### src/rtl/pipe_credit_tx.sv
// Credit-based link transmitter: accepts valid/ready items and pushes them over a
// registered valid-only link, using a credit counter to avoid overrunning the remote FIFO.
module pipe_credit_tx #(
    parameter type T = logic [31:0],
    parameter int CREDITS = 2,
    localparam int CW = $clog2(CREDITS + 1)
) (
    input  logic          clk_i,
    input  logic          rst_i,
    input  logic          flush_i,
    input  T              data_in,
    input  logic          valid_in,
    output logic          ready_in,
    output T              data_out,
    output logic          valid_out,
    input  logic          credit_return_i,
    output logic [CW-1:0] credit_count_o,
    output logic          overflow_o
);

    localparam logic [CW-1:0] FULL = CW'(CREDITS);

    logic          valid_q, valid_d;
    T              data_q, data_d;
    logic [CW-1:0] count_q, count_d;
    logic          overflow_q, overflow_d;
    logic          fire;

    // Upstream handshake: an item transfers in any cycle where valid_in && ready_in;
    // ready_in depends only on held credits and flush_i, never on valid_in.
    always_comb begin
        ready_in   = (count_q != '0) && !flush_i;
        fire       = valid_in && ready_in;
        valid_d    = fire;
        data_d     = fire ? data_in : data_q;
        count_d    = count_q;
        overflow_d = overflow_q;
        if (flush_i) begin
            // Credits still in flight are dropped along with the remote FIFO contents.
            count_d = FULL;
        end else if (fire && !credit_return_i) begin
            count_d = count_q - CW'(1);
        end else if (!fire && credit_return_i) begin
            if (count_q < FULL) begin
                count_d = count_q + CW'(1);
            end else begin
                overflow_d = 1'b1;
            end
        end
    end

    always_ff @(posedge clk_i or posedge rst_i) begin
        if (rst_i) begin
            valid_q    <= 1'b0;
            data_q     <= '0;
            count_q    <= FULL;
            overflow_q <= 1'b0;
        end else begin
            valid_q    <= valid_d;
            data_q     <= data_d;
            count_q    <= count_d;
            overflow_q <= overflow_d;
        end
    end

    assign valid_out      = valid_q;
    assign data_out       = data_q;
    assign credit_count_o = count_q;
    assign overflow_o     = overflow_q;

endmodule

### config.mk
export PLATFORM = sky130hd
export DESIGN_NAME = pipe_credit_tx
export DESIGN_NICKNAME = d
export VERILOG_FILES = /design/src/rtl/pipe_credit_tx.sv
export SDC_FILE = /design/constraint.sdc
export NUM_CORES = 1
export LEC_CHECK = 0
export CORE_ASPECT_RATIO = 1.4
export CORE_MARGIN = 2
export CORE_UTILIZATION = 36
export DETAILED_ROUTE_END_ITERATION = 16
export GPL_TIMING_DRIVEN = 0
export PLACE_DENSITY_LB_ADDON = 0.2
export SYNTH_ARGS = -nofsm -noshare
export SYNTH_HDL_FRONTEND = slang
export SYNTH_SLANG_ARGS = --single-unit
### constraint.sdc
create_clock -name clk_i -period 2.1 [get_ports clk_i]
set_clock_uncertainty 0.15 [all_clocks]
set_input_delay 0.21 -clock clk_i [delete_from_list [all_inputs] [get_ports clk_i]]
set_output_delay 0.21 -clock clk_i [all_outputs]
set_load 0.005 [all_outputs]
==> results.cfg <==
[run_status]
status = completed

[worst_setup_path]
worstPathCellList = o21ba_2 > clkdlybuf4s50_1
worst-path-stages = 2
cp-start-kind = flop
max_stage_delay_ns = 0.54
required_ns = 1.74
end_kind = primary output
cp_data_arrival_time_ns = 1.54
worstRegToRegCells = 7
path_class = reg -> out
cp_top_family = flip-flops
r2r_setup_slack_ns = 0.21
worst-path-max-fanout = 2
crit_slowest_cell = dfstp_2
crit_buf_inv = 1

[logic_synthesis]
syn_area_um2 = 1530
ys.warnings.count = 0
syn_nets = 129
synthesis.instances = 91
yosys_register_bits = 36
yosys.cell_types.count = 20
syn_avg_cell_area_um2 = 16.8
yosys-top-cells-area = dfrtp_1 (57%), mux2_4 (26%), mux2_2 (3.7%)
yosysSeqAreaShare_pct = 58.9
synth.top_cell.area_share_pct = 57.2
yosysTopAreaCell = dfrtp_1

[final_layout]
fin_util_pct = 58.3
drive_gt1_share_pct = 27.6
final_nets = 211
antenna_cells = 0
synthToLayoutAreaGrowth_pct = 58.6
n_fill_cell = 356

[pwr]
vdd_ir_drop_max_mv = 0.324
power_density_nw_per_um2 = 771
swShare_pct = 22.3
combPwrFrac_pct = 28.0
p_leak_nw = 1.10
p_clk_share_pct = 25.9
p_int_mw = 1.45
p_seq_share_pct = 46.0
switching_power_mw = 0.418

[global_route]
grt.total_usage_pct = 15.1
met1_usage_pct = 17.8
top_usage_layer = met2
grtUsageMet3_pct = 4.78
grt_overflow = 0
antenna_found_initial = 0
grt_pass1_vias = 1148
use_met2_pct = 25.6
grt_max_degree = 37
grt_pass1_wl_um = 5380

[floorplan]
fp.dieH_um = 81.2
row_count = 28
core-area_um2 = 4170
die_area_um2 = 4800
ios = 74
die_x_um = 59.1
start_util_pct = 36.7

[hold_path]
hold_path_class = in -> async

[cts]
cts-root-buf = clkbuf_8
numClockSinks = 36
cts_tree = yes
clk_path_buf_depth = 2
clk_latency_ns = 0.28
ctsHoldBuffers = 0
cts.clk_slew.worst_paths_ns = 0.06
htreeDepth = 2
cts_made_buffers = 5

[routing]
drtIter0Drc = 14
wire_per_inst_um = 15.0
vias = 1056
drt-total-wl_um = 3290
drtPass1Iterations = 4
drcViolationCount = 0
via_per_inst = 4.82
ant_nets = 0

[timing]
slew_viol_final = 0
grt_setup_unrepaired = no
finalCritPeriodShare_pct = 90.4
worst_slack_ns = 0.202
min_period_ns = 1.90
worstMarginPinSlew_ns = 0.747
fmax_mhz = 527
hold_viol_final = 0
setup_violations = 0
relSlewSlack_pct = 50.1

[placed_design]
place.gp.congestion = 0.656
dp_slack_ns = -0.247
port_buffers = 73
dp.final_hpwl_um = 2400

[job]
drv_cap = 0
placed cells by master, fill, tap and decap left out, drive strengths merged:
cell type	netlist	routed
clkbuf	0	8
or2	1	1
o211ai	1	1
inv	3	3
a21oi	2	2
nand2b	2	2
xor2	1	1
buf	3	5
nand3b	1	1
nand2	1	1
o21ai	1	1
dfrtp	35	35
o21ba	1	1
nand3	2	2
a21o	1	1
clkdlybuf4s50	0	73
mux2	32	32
nor2	1	1
ha	1	1
a41o	1	1
dfstp	1	1
synth_stat cells, drive strengths merged:
master and instances:
nor2 1, a41o 1, a21oi 2, o21ba 1, buf 3, a21o 1, or2 1, nand3 2
nand2b 2, ha 1, mux2 32, xor2 1, inv 3, nand2 1, o211ai 1, o21ai 1
dfrtp 35, dfstp 1, nand3b 1
worst reg2reg max path, delay by kind of cell (launching register included):
family	cells	cell delay, ns
compound gates	2	0.31
flops	1	0.54
simple gates	4	0.53
fa+ha+maj	1	0.30
worst paths after layout:
path / to / startpoint
worst max-delay path: ready_in / credit_count_o[1]$_DFFE_PP1P_
worst min-delay path: data_out[23]$_DFFE_PP0P_ / rst_i
worst max register to register: credit_count_o[1]$_DFFE_PP1P_ / credit_count_o[1]$_DFFE_PP1P_
worst min register to register: overflow_o$_DFFE_PP0P_ / overflow_o$_DFFE_PP0P_
max in group asynchronous: data_out[21]$_DFFE_PP0P_ / rst_i
min in group clk_i: overflow_o$_DFFE_PP0P_ / overflow_o$_DFFE_PP0P_
per-stage QoR:
step                hold slack [ns]  area [µm²]  cells  power (mW)  TNS [ns]
floorplan                     0.123        1530     91        1.08         0
global placement              0.309        2320    209        1.39    -0.262
detailed placement            0.311        2320    209        1.40    -0.350
CTS                           0.331        2420    218        1.90         0
global route                  0.297        2430    219        1.98         0
finish                        0.235        2430    219        1.87         0
kinds of logic after synthesis:
kind of cell | share of synthesized area (%)
compound gates | 3.27
buf+inv | 2.94
xor+xnor | 0.572
flops | 58.9
simple gates | 3.35
fa+ha+maj | 0.817
mux | 30.1
flip-flops by register name (all words and copies together), names as in the netlist:
register / count
credit_count_o: 2
data_out: 32
overflow_o: 1
valid_out: 1
cell type report:
type	instances	area [µm²]	area share, %
buffer	2	22.5	0.927
timing repair buffer	76	753	31.0
multi-input combinational	49	593	24.4
tap	45	56.3	2.32
sequential	36	902	37.1
clock buffer	8	90.1	3.71
inverter	3	11.3	0.464
power groups by stage:
stage	Sequential, mW	Clock (mW)	Combinational [mW]
after floorplan	0.877	0	0.199
after global placement	0.867	0	0.518
after detailed placement	0.875	0	0.525
after CTS	0.863	0.506	0.532
after global routing	0.877	0.538	0.565
final	0.862	0.486	0.525
repair_timing:
action,in CTS,in global routing
hold endpoints to repair,0,0
setup buffers,1,2
setup endpoints to repair,1,1
gates resized for setup,0,1
metal layers:
layer  vias to the layer above  share of wire (%)  routed length [µm]
met5                         -                  0                   0
met4                         0                1.5                  48
met3                         5                5.4                 179
met2                        43                 55                1820
met1                       528                 38                1240
li1                        480                  -                   -
Note: power is estimated with default switching activity, not from simulation.
